File: src/rtl/pipe_ctrl.sv
// Pipeline sequencer: per-stage stall vector, one-cycle registered flush with
// redirect PC, MEM-stall watchdog and saturating stall-cycle counter.
module pipe_ctrl #(
  parameter int unsigned STALL_TIMEOUT = 255,
  parameter int unsigned CNT_W         = 32
) (
  input  logic             clk,
  input  logic             rst,
  input  logic             stallreq_id,
  input  logic             stallreq_ex,
  input  logic             stallreq_mem,
  input  logic             excp_valid,
  input  logic [31:0]      excp_vector,
  input  logic             eret,
  input  logic [31:0]      epc_in,
  output logic [5:0]       stall,
  output logic             flush,
  output logic [31:0]      new_pc,
  output logic             mem_timeout,
  output logic [CNT_W-1:0] stall_cycles
);

  typedef enum logic [0:0] {RUN, FLUSH} state_e;

  localparam logic [15:0] WD_LAST = 16'(STALL_TIMEOUT - 1);

  state_e           state_q, state_d;
  logic             flush_q, flush_d;
  logic [31:0]      new_pc_q, new_pc_d;
  logic             mem_timeout_q, mem_timeout_d;
  logic [15:0]      wd_cnt_q, wd_cnt_d;
  logic [CNT_W-1:0] stall_cycles_q, stall_cycles_d;
  logic [5:0]       stall_c;

  always_comb begin
    // NOTE: every signal assigned here gets a default first, so no path can infer a latch.
    state_d        = state_q;
    flush_d        = 1'b0;
    new_pc_d       = new_pc_q;
    mem_timeout_d  = 1'b0;
    wd_cnt_d       = 16'd0;
    stall_cycles_d = stall_cycles_q;
    stall_c        = 6'b000000;

    case (state_q)
      RUN: begin
        if (excp_valid || eret) begin
          state_d  = FLUSH;
          flush_d  = 1'b1;
          new_pc_d = excp_valid ? excp_vector : epc_in;
        end else begin
          if (stallreq_mem)     stall_c = 6'b011111;
          else if (stallreq_ex) stall_c = 6'b001111;
          else if (stallreq_id) stall_c = 6'b000111;

          if (stallreq_mem) begin
            if (wd_cnt_q == WD_LAST) mem_timeout_d = 1'b1;
            else                     wd_cnt_d      = wd_cnt_q + 16'd1;
          end
        end
      end
      FLUSH: state_d = RUN;
      default: state_d = RUN;
    endcase

    // Counter holds at all-ones rather than wrapping.
    if (stall_c != 6'b000000 && stall_cycles_q != {CNT_W{1'b1}})
      stall_cycles_d = stall_cycles_q + CNT_W'(1);
  end

  // NOTE: sequential state uses non-blocking assignments so all flops update together.
  always_ff @(posedge clk or posedge rst) begin
    if (rst) begin
      state_q        <= RUN;
      flush_q        <= 1'b0;
      new_pc_q       <= 32'h0;
      mem_timeout_q  <= 1'b0;
      wd_cnt_q       <= 16'd0;
      stall_cycles_q <= '0;
    end else begin
      state_q        <= state_d;
      flush_q        <= flush_d;
      new_pc_q       <= new_pc_d;
      mem_timeout_q  <= mem_timeout_d;
      wd_cnt_q       <= wd_cnt_d;
      stall_cycles_q <= stall_cycles_d;
    end
  end

  assign stall        = rst ? 6'b000000 : stall_c;
  assign flush        = flush_q;
  assign new_pc       = new_pc_q;
  assign mem_timeout  = mem_timeout_q;
  assign stall_cycles = stall_cycles_q;

endmodule
File: config.mk
export PLATFORM = sky130hd
export DESIGN_NAME = pipe_ctrl
export DESIGN_NICKNAME = d
export VERILOG_FILES = /design/src/rtl/pipe_ctrl.sv
export SDC_FILE = /design/constraint.sdc
export NUM_CORES = 1
export LEC_CHECK = 0
export ABC_AREA = 1
export ABC_CLOCK_PERIOD_IN_PS = 3300
export BUFFER_PORTS_ARGS = -buffer_cell sky130_fd_sc_hd__buf_2
export CORE_ASPECT_RATIO = 1.5
export CORE_UTILIZATION = 45
export DETAILED_ROUTE_END_ITERATION = 8
export PLACE_DENSITY_LB_ADDON = 0.3
export SYNTH_ARGS = -nofsm -noshare
export SYNTH_HDL_FRONTEND = slang
export SYNTH_SLANG_ARGS = --single-unit
File: constraint.sdc
create_clock -name clk -period 3.3 [get_ports clk]
set_clock_uncertainty 0.2 [all_clocks]
set_input_delay 0.495 -clock clk [delete_from_list [all_inputs] [get_ports clk]]
set_output_delay 0.495 -clock clk [all_outputs]
set_load 0.03 [all_outputs]
# After elaboration in Yosys (flattened, before gate mapping)

Index checks and enable logic that the tools add are counted.

Register bits after elaboration: 83
Bits in latches: 0
Memory bits (writable): 0
Memory bits (read-only): 0
Bits of input ports: 71
Output and inout port bits: 72
Logic and storage cells: 33
Memories: 0

Add/sub/neg operators: 2
$mul: 0
Div/mod/pow operators: 0
Order comparisons: 0
Equal/unequal tests: 2
Shifts and indexed selects: 0
Muxes and demuxes: 18
Bitwise operators: 1
Reduce and logical (&&, ||, !) cells: 4

Operators with widths:

| kind                  | number |
|---|---|
| $mux 16               | 4 |
| $add 32x1->32 const B | 1 |
| $mux 32               | 1 |
| $ne 32x32->1 const B  | 1 |
| $add 16x1->16 const B | 1 |
| $eq 16x8->1 const B   | 1 |
| $mux 5                | 3 |
| $mux 1                | 6 |
| $mux 6                | 1 |
| $reduce_bool 6->1     | 1 |
| $mux 4                | 1 |
| $mux 3                | 1 |
| $pmux 1 s2            | 1 |
| $reduce_and 2->1      | 1 |
| $logic_and 1x1->1     | 1 |
| $logic_or 1x1->1      | 1 |
| $not 1->1             | 1 |

# Depth between registers and ports, before layout

Gate-level depths: netlist of run 1.

Depth after elaboration: 7
Gate-level depth with buffers: 11
Gate-level depth less buffers: 10

# Worst setup path after synthesis of run 1

No wires, ideal clock.

Kind: input to output
From: input port rst
To: output port stall[3]
Data arrival time: 2.800 ns
Required time: 2.605 ns
Setup slack: -0.195 ns
Cell stages on the path: 3
Path buffers: 0
Cells stage by stage: inv_1 nand2_1 nor2_1

Cells in the longest elaborated chain, start to end: 1

Ends and longest elaborated chain:

| item        | RTL line | text |
|---|---|---|
| from (decl) | 8        | `input logic rst,` |
| $mux 6      | 90       | `assign stall = rst ? 6'b000000 : stall_c;` |
| to (decl)   | 16       | `output logic [5:0] stall,` |

No other way between the ends.

# Worst setup path after layout of run 1

From: register stall_cycles_q[0], in the netlist stall_cycles[0]
To: register stall_cycles_q[4], in the netlist stall_cycles[4]

Cells in the longest elaborated chain, start to end: 2
Elaborated cells on any way between the ends: 3
Classes of those cells: add/sub (1); eq/ne (1); reduce/logical (1)

Ends and longest elaborated chain:

| item                                                                  | RTL line | text |
|---|---|---|
| from (decl)                                                           | 32       | `logic [CNT_W-1:0] stall_cycles_q, stall_cycles_d;` |
| from (signal assigned)                                                | 86       | `stall_cycles_q <= stall_cycles_d;` |
| parallel branches: the longest is 2 deep, another holds $add 32x1->32 | -        |  |

Parallel ways; which one is timed is not known.
A chain may end at the register's enable or synchronous reset.

==> impl_metrics.toml, run 1 <==
[critical_path]
setup.worst_path.start = "stall_cycles[0]"
r2r-start = "stall_cycles[0]"
regToRegSetupSlack_ns = 1.02
critical_path_buf_inv_count = 2
cp_cell_sequence = "ha_1 > inv_1 > nor2_4 > nand2_4 > nor2_8 > nand2_4 > nand2_4 > inv_4 > nand2_1 > nand2_1"
cp-end-kind = "register"
required_ns = 3.33
slowest_delay_ns = 0.44
crit_arrival_ns = 2.32
cp_top_family = "simple AND/OR/NAND/NOR gates"
slowest_stage = "dfrtp_1"
criticalPathCategory = "reg -> reg"
crit_fanout = 33
cpMostUsedCell = "nand2_4"
cp-start-kind = "register"

[drt]
wirelength_um = 11600
postRouteAntennaNets = 0
drt_drc_violations_left = 0
first_pass_iters = 5
initialDrtViolationCount = 212
vias = 4435
vias_per_cell = 4.99
drt-wirelength-per-cell_um = 13.0

[logic_synthesis]
synth_most_common_cell = "nand2_1"
ys_types = 26
synth_fp_nets = 706
ys_ff_latch = 82
avgSynthCellArea_um2 = 7.40
synthCells = 632
yosys_warnings = 0
synth.largest_area_cell = "dfrtp_1"
async_reset_ff_share_pct = 100
seq_area_frac_synth_pct = 43.9
synthTopCellsByCount = "nand2_1 (214), nor2_1 (114), dfrtp_1 (82), inv_1 (51), a21oi_1 (34)"
synth_top_area_share_pct = 43.9
synth_edf_count = 0
synthTopCellsByArea = "dfrtp_1 (44%), nand2_1 (17%), nor2_1 (9.2%)"
synth-main-ff-cell = "dfrtp_1"
netlist_area_mm2 = 0.00468

[place]
io_buffer_count = 141
gp_congestion = 0.906
dp_cells = 873
dpl.hpwl_um = 8740
dpl_cell_area_mm2 = 0.00544

[clock_tree]
cts_sinks = 82
cts_tree = "done"
clockBufferDepth = 2
hold_buffers = 0
postCtsResizedCells = 0
cts.htree.levels = 3
clock_latency_ns = 0.35
cts-root-buf = "clkbuf_16"
clk_pin_slew_ns = 0.06
cts_made_buffers = 9
cts_setup_buffers = 0

[global_route]
grt_pass1_wl_um = 19100
grt_overflow = 0
grt.total_usage_pct = 22.6
grt_max_degree = 83
antenna_found_initial = 0
first_global_vias = 4233

[timing]
rsz0062_at_grt = "no"
maxSlewViolCount = 0
timing.fmax_ghz = 0.438
fin_crit_sh_pct = 69.2
tns_ns = 0
min_period_ns = 2.28
finalHoldViolations = 0
worst_pin_slew_ns = 1.02
setup_viol = 0
maxSlewHeadroom_pct = 31.7

[layout]
instances_no_fill = 889
final_layout_size_suffix_gt1_share_pct = 22.7
fin_area_mm2 = 0.00577
final-seq-area_mm2 = 0.00205
areaGrowthSynthToFinish_pct = 23.3
fillers = 934
final_util_pct = 56.9
multi_input_area_mm2 = 0.00231
n_antenna_cell = 0
fin_nets = 841

[power_and_ir_drop]
cellPowerDensity_mw_per_mm2 = 495
peakVddDrop_mv = 0.312
total_power_mw = 2.86
leakagePower_nw = 3.01

[worst_hold_path]
holdCritPathClass = "in -> reg"
min-delay-start = "epc_in[20]"

[floorplanning]
initial_core_util_pct = 46.1
die_w_um = 85.2
std_cell_rows = 45
die_h_um = 127
die-area_mm2 = 0.0108
num_io_pins = 143
core_area_mm2 = 0.0101

[status]
status = "complete, no violations"

[flow_run]
max_cap_violations = 0
-- flip-flops by register name, indices dropped and copies added (netlist names) --
signal	flops
wd_cnt_q	16
new_pc	32
mem_timeout	1
stall_cycles	32
flush	1
-- metal layers --
layer	wire length, um	part of all wire, %	GRT usage, %	vias to the layer above
met1	4620	40	25.4	2015
met5	0	0	0	-
met4	437	3.8	11.2	0
met2	5960	51	39.8	131
met3	565	4.9	5.47	38
li1	-	-	-	2251
-- through the flow --
stage               hold WS (ns)  worst slack (ns)
CTS                        0.223              1.01
finish                     0.222              1.02
global route               0.232             0.834
floorplan                  0.232             0.575
detailed placement         0.252              1.03
global placement           0.252              1.12
-- report_power, final --
group	internal [mW]	switching (mW)	leakage [nW]
clock network	0.670	0.427	0.161
logic	0.180	0.403	1.80
registers	1.10	0.0748	1.05
total	1.95	0.905	3.01
-- worst min-delay path: stages --
cell     delay, ns
buf_2         0.07
mux2i_1       0.05
a21oi_1       0.11
-- cell type report --
| class | count | share of cell area (%) |
|---|---|---|
| sequential | 82 | 35.6 |
| timing repair buffer | 144 | 12.6 |
| clock inverter | 7 | 1.78 |
| inverter | 52 | 3.49 |
| tap | 117 | 2.54 |
| multi-input combinational | 478 | 40.1 |
| clock buffer | 9 | 3.91 |
-- kinds of logic (layout without fill, tap and decap cells) --
family	count (synthesis)	after routing	synth area share (%)
xor+xnor	15	15	2.81
fa+ha+maj	3	3	0.803
compound gates	41	41	4.39
flops	82	82	43.9
mux	32	32	6.85
buf+inv	72	212	6.88
simple gates	386	386	34.3
other cells	1	1	0.0802
-- cell usage in the layout (no fill, tap or decap), drive strengths merged --
cell / netlist / layout
nor3b: 3 / 3
nor3: 10 / 10
bufinv: 0 / 2
o21ai: 7 / 7
mux2i: 32 / 32
nand4: 9 / 9
nand2: 219 / 219
ha: 3 / 3
inv: 52 / 52
xnor2: 6 / 6
nand3b: 2 / 2
a21oi: 34 / 34
dfrtp: 82 / 82
conb: 1 / 1
nand3: 22 / 22
clkinv: 0 / 4
clkbuf: 3 / 9
clkinvlp: 0 / 1
nor2: 121 / 121
buf: 17 / 144
xor2: 9 / 9
-- final timing paths --
| kind | to | cells past startpoint |
|---|---|---|
| max in group asynchronous | stall_cycles[25] | 3 |
| worst max register to register | stall_cycles[4] | 10 |
| worst max-delay path | stall_cycles[4] | 10 |
| worst min register to register | wd_cnt_q[0] | 1 |
| min in group asynchronous | new_pc[4] | 3 |
| worst min-delay path | new_pc[20] | 3 |
Note: power is estimated with default switching activity, not from simulation.
==> run 2, diff against run 1 <==
--- a/config.mk
+++ b/config.mk
@@ -6,7 +6,7 @@
 export NUM_CORES = 1
 export LEC_CHECK = 0
 export ABC_AREA = 1
-export ABC_CLOCK_PERIOD_IN_PS = 3300
+export ABC_CLOCK_PERIOD_IN_PS = 2000
 export BUFFER_PORTS_ARGS = -buffer_cell sky130_fd_sc_hd__buf_2
 export CORE_ASPECT_RATIO = 1.5
 export CORE_UTILIZATION = 45
==> constraint.sdc (replaced) <==
create_clock -name clk -period 2 [get_ports clk]
set_clock_uncertainty 0.2 [all_clocks]
set_input_delay 0.3 -clock clk [delete_from_list [all_inputs] [get_ports clk]]
set_output_delay 0.3 -clock clk [all_outputs]
set_load 0.03 [all_outputs]
==> run 2 against run 1 <==
  * First-iteration DRC count shrank 16%
  * Final area rose by 1.5%
  * Hold slack worse by 0.19 ns
  * Core utilization up 0.83 points
  * Critical endpoint is now stall[2]
  * Non-clock buffer count grew 10
  * Die area did not move
  * Sequential share of layout area is 0.49 points lower
==> impl_metrics.toml, run 2 (synthesized netlist as in run 1, its figures left out) <==
[power_and_ir_drop]
p_comb_share_pct = 22.6
total_power_mw = 4.54
peakVddDrop_mv = 0.442
p_sw_mw = 1.54
cellPowerDensity_mw_per_mm2 = 777
leakagePower_nw = 3.04
seqPwrFrac_pct = 42.4
clkPwrFrac_pct = 35.0
p_int_mw = 3.01
sw_frac_of_total_pct = 33.8

[place]
io_buffer_count = 141
gp_congestion = 0.903
dpl.hpwl_um = 9090

[global_route]
grt_overflow = 0
grt_max_degree = 83
antenna_found_initial = 0
grt_pass1_wl_um = 19500
first_global_vias = 4478
grt.total_usage_pct = 22.8

[floorplanning]
std_cell_rows = 45
die_h_um = 127
core_area_mm2 = 0.0101
num_io_pins = 143
die-area_mm2 = 0.0108
die_w_um = 85.2
initial_core_util_pct = 46.1

[critical_path]
reg2reg_to = "new_pc[20]"
r2r-start = "flush"
regToRegSetupSlack_ns = 0.11
required_ns = 1.50
criticalPathCategory = "reg -> out"
reg2reg_depth = 3
cp-end-kind = "primary output"
crit_fanout = 4
crit_arrival_ns = 1.46
cp-start-kind = "register"

[worst_hold_path]
holdPathEnd = "new_pc[4]"
min-delay-start = "epc_in[4]"
whs_path_depth = 3
holdCritPathClass = "in -> reg"

[drt]
vias_per_cell = 5.11
postRouteAntennaNets = 0
vias = 4598
drt-wirelength-per-cell_um = 13.3
drt_drc_violations_left = 0
wirelength_um = 11900
first_pass_iters = 4
initialDrtViolationCount = 178

[flow_run]
max_cap_violations = 0

[clock_tree]
cts_tree = "done"
cts-root-buf = "clkbuf_16"
clock_latency_ns = 0.34
cts_sinks = 82
cts.htree.levels = 3
cts_made_buffers = 9
clockBufferDepth = 2
clk_pin_slew_ns = 0.07

[timing]
finalHoldViolations = 0
maxSlewViolCount = 0
fin_crit_sh_pct = 98.1
rsz0062_at_grt = "yes"
maxSlewHeadroom_pct = 21.3
setup_viol = 0
timing.fmax_ghz = 0.510
worst_pin_slew_ns = 1.18
min_period_ns = 1.96

[layout]
areaGrowthSynthToFinish_pct = 25.1
final_common_cell = "nand2_1"
n_antenna_cell = 0
final_layout_size_suffix_gt1_share_pct = 24.0
layout_common_cells = "nand2_1 (213), buf_2 (140), nor2_1 (113)"
fin_nets = 852
final_util_pct = 57.7

[status]
status = "complete, no violations"
-- run 2: cell types whose count changed in the layout (fill, tap and decap cells not counted), moves of 2 or more --
cell	delta
buf_4	+8
clkinvlp_4	+3
buf_12	+2
bufinv_16	-2
clkinv_4	-2
inv_6	+2
-- run 2: worst max-delay path by stage --
stage	startpoint	endpoint	slack, ns	depth (start not counted)
floorplan	rst	stall[3]	-0.29	3
detailed placement	excp_valid	new_pc[26]	0.04	4
global route	flush	stall[0]	-0.05	4
global placement	excp_valid	new_pc[17]	0.14	4
finish	flush	stall[2]	0.04	4
CTS	flush	stall[0]	0.006	4
-- run 2: cell type report --
| type | instances | area (um2) |
|---|---|---|
| Fill cell | 938 | 4290 |
| Inverter | 52 | 201 |
| Clock buffer | 9 | 225 |
| Multi-Input combinational cell | 479 | 2330 |
| Tap cell | 117 | 146 |
| Sequential cell | 82 | 2050 |
| Timing Repair Buffer | 154 | 833 |
| Clock inverter | 7 | 60.1 |
-- run 2: power by group through the flow --
stage | logic (mW) | clock network [mW] | registers [mW]
after floorplan | 0.352 | 0 | 2.27
after global placement | 1.00 | 0 | 1.95
after detailed placement | 1.03 | 0 | 1.95
after CTS | 1.03 | 1.62 | 1.92
after global routing | 1.11 | 1.69 | 1.95
final | 1.03 | 1.59 | 1.93
-- run 2: per-stage QoR --
step	area, um2	setup slack [ns]	TNS, ns	cells	hold WS (ns)
final	5850	0.0376	0	900	0.0345
after global routing	5850	-0.0483	-0.127	900	0.0479
after CTS	5830	0.00581	0	899	0.0258
after detailed placement	5540	0.0413	0	882	0.278
after global placement	5540	0.139	0	882	0.244
after floorplan	4680	-0.293	-0.759	632	0.232
-- run 2: worst max-delay path, stage by stage (launching register included) --
cell and delay [ns]:
dfrtp_2 0.45, inv_1 0.10, nand2_2 0.11, nor3_4 0.24, buf_2 0.23
-- run 2: timing repair --
item,CTS,global route
setup endpoints to repair,0,35
endpoints found under the hold margin,82,0
gates resized for setup,0,5
hold buffers,1,0
buffers inserted,0,0
-- run 2: per-layer routing --
metal | track usage, % | vias up | wire [um]
met4 | 12.9 | 0 | 499
li1 | - | 2269 | -
met2 | 43.7 | 173 | 6430
met5 | 0 | - | 0
met1 | 22.7 | 2117 | 4480
met3 | 3.84 | 39 | 533
==> run 3, diff against run 2 <==
--- a/config.mk
+++ b/config.mk
@@ -9,6 +9,7 @@
 export ABC_CLOCK_PERIOD_IN_PS = 2000
 export BUFFER_PORTS_ARGS = -buffer_cell sky130_fd_sc_hd__buf_2
 export CORE_ASPECT_RATIO = 1.5
+export CORE_MARGIN = 5
 export CORE_UTILIZATION = 45
 export DETAILED_ROUTE_END_ITERATION = 8
 export PLACE_DENSITY_LB_ADDON = 0.3
==> constraint.sdc (replaced) <==
create_clock -name clk -period 2 [get_ports clk]
set_clock_uncertainty 0.2 [all_clocks]
set_input_delay 0.1 -clock clk [delete_from_list [all_inputs] [get_ports clk]]
set_output_delay 0.1 -clock clk [all_outputs]
set_load 0.03 [all_outputs]
==> run 3 against run 2 <==
  * Routed wire length up 28%
  * Total power up 5.7%
  * Hold slack better by 0.090 ns
  * Non-clock buffer count up 67
  * Final area up 12%
  * Via count up 10%
  * Worst setup slack better by 0.11 ns
  * Sequential cell count unchanged
  * Combinational power up 17%
  * Sequential share of layout area down 3.7 points
  * Clock-buffer cell count up 3
  * First-iteration DRC count down 1.1%
  * Critical path type is now reg -> reg
  * Largest cell class unchanged
  * Largest power group unchanged
  * Highest routed layer unchanged
==> impl_metrics.toml, run 3 (synthesized netlist as in run 1, its figures left out) <==
[layout]
fillers = 839
multi_input_area_mm2 = 0.00232
n_antenna_cell = 0
areaGrowthSynthToFinish_pct = 39.7
final_common_cell = "nand2_1"
final_layout_size_suffix_gt1_share_pct = 21.9
fin_area_mm2 = 0.00653
final-seq-area_mm2 = 0.00205
fin_nets = 918
layout_common_cells = "nand2_1 (214), buf_2 (141), nor2_1 (112)"
final_util_pct = 64.4

[global_route]
met3_usage_pct = 5.18
gr-usage-met2_pct = 45.4
grt_max_degree = 66
grt.total_usage_pct = 25.1
met1_usage_pct = 25.7
grt.busiest_layer = "met2"
grt_overflow = 0
first_global_vias = 5333
grt_pass1_wl_um = 25000
antenna_found_initial = 0

[place]
dpl.hpwl_um = 9810
pre_cts_slack_ns = 0.173
gp_congestion = 0.870
io_buffer_count = 141
dpl_cell_area_mm2 = 0.00556

[clock_tree]
clock_latency_ns = 0.34
clockBufferDepth = 2
cts_sinks = 82
cts-root-buf = "clkbuf_16"
cts_tree = "done"
cts.htree.levels = 3
cts_made_buffers = 9
clk_pin_slew_ns = 0.06

[drt]
postRouteAntennaNets = 0
initialDrtViolationCount = 176
vias_per_cell = 5.24
vias = 5063
drt-wirelength-per-cell_um = 15.8
drt_drc_violations_left = 0
wirelength_um = 15300
first_pass_iters = 5

[timing]
rsz0062_at_grt = "no"
setup_viol = 0
worst_pin_slew_ns = 0.557
worst_hold_slack_ns = 0.125
maxSlewHeadroom_pct = 62.9
timing.fmax_ghz = 0.539
fin_crit_sh_pct = 92.9
maxSlewViolCount = 0
worst_slack_ns = 0.143
tns_ns = 0
min_period_ns = 1.86
finalHoldViolations = 0

[power_and_ir_drop]
leakagePower_nw = 3.33
cellPowerDensity_mw_per_mm2 = 736
peakVddDrop_mv = 0.482

[floorplanning]
die_w_um = 93.2
die-area_mm2 = 0.0126
num_io_pins = 143
std_cell_rows = 45
core_area_mm2 = 0.0101
die_h_um = 135
initial_core_util_pct = 46.1

[critical_path]
criticalPathCategory = "reg -> reg"
r2r-start = "wd_cnt_q[0]"
cp-end-kind = "register"
reg2reg_to = "wd_cnt_q[6]"
required_ns = 2.03
reg2reg_depth = 7
crit_arrival_ns = 1.89
cp-start-kind = "register"
regToRegSetupSlack_ns = 0.14
setup.worst_path.start = "wd_cnt_q[0]"
crit_fanout = 4

[worst_hold_path]
holdCritPathClass = "in -> async"

[status]
status = "complete, no violations"

[flow_run]
max_cap_violations = 0
==> run 3: changes by cell type in the layout (fill, tap and decap cells not counted), sizes merged <==
| cell | previous run | this run |
|---|---|---|
| nor2 | 122 | 121 |
| clkinvlp | 4 | 1 |
| clkinv | 1 | 2 |
| dlygate4sd3 | 1 | 67 |
| clkbuf | 9 | 12 |
| buf | 153 | 154 |
| bufinv | 0 | 1 |
| inv | 54 | 52 |
==> run 3: layer usage <==
layer  wire length (um)  part of all wire [%]  vias up
met2               8130                    53      251
met4                794                   5.2        0
met1               5310                    35     2343
li1                   -                     -     2404
met3               1050                   6.9       65
met5                  0                     0        -
==> run 3: metrics by stage <==
step / power [mW] / std cells
2_1_floorplan: 2.62 / 632
3_3_place_gp: 2.97 / 883
3_5_place_dp: 2.99 / 883
4_1_cts: 4.79 / 966
5_1_grt: 5.00 / 966
6_report: 4.80 / 966
==> run 3: area by class of cell <==
| cell class | instances | share of cell area [%] |
|---|---|---|
| Tap cell | 117 | 2.24 |
| Timing Repair Buffer | 221 | 23.1 |
| Clock buffer | 12 | 3.77 |
| Clock inverter | 4 | 0.747 |
| Sequential cell | 82 | 31.4 |
| Multi-Input combinational cell | 478 | 35.6 |
| Inverter | 52 | 3.08 |
==> run 3: power by group <==
group	switching (mW)	total, mW	internal [mW]
Combinational	0.760	1.20	0.442
Sequential	0.119	1.94	1.82
Clock	0.663	1.67	1.00
==> run 3: worst max-delay path by stage <==
stage	endpoint	slack [ns]
after floorplan	stall_cycles[9]	0.004
after global placement	stall_cycles[30]	0.21
after detailed placement	stall_cycles[23]	0.17
after CTS	wd_cnt_q[6]	0.14
after global routing	wd_cnt_q[14]	0.002
final	wd_cnt_q[6]	0.14
==> run 3: what timing repair did <==
item                                   CTS  global route
hold buffers                            67             0
setup buffers                            0             0
setup endpoints to repair                0             2
resized for setup                        0             2
endpoints found under the hold margin  115             0
==> run 3: critical path: stages, from the launching register on <==
cell	delay, ns
dfrtp_1	0.38
ha_1	0.20
inv_1	0.06
nor2_1	0.25
nand2_1	0.15
nor2_1	0.21
nor2_1	0.07
nor3_1	0.23
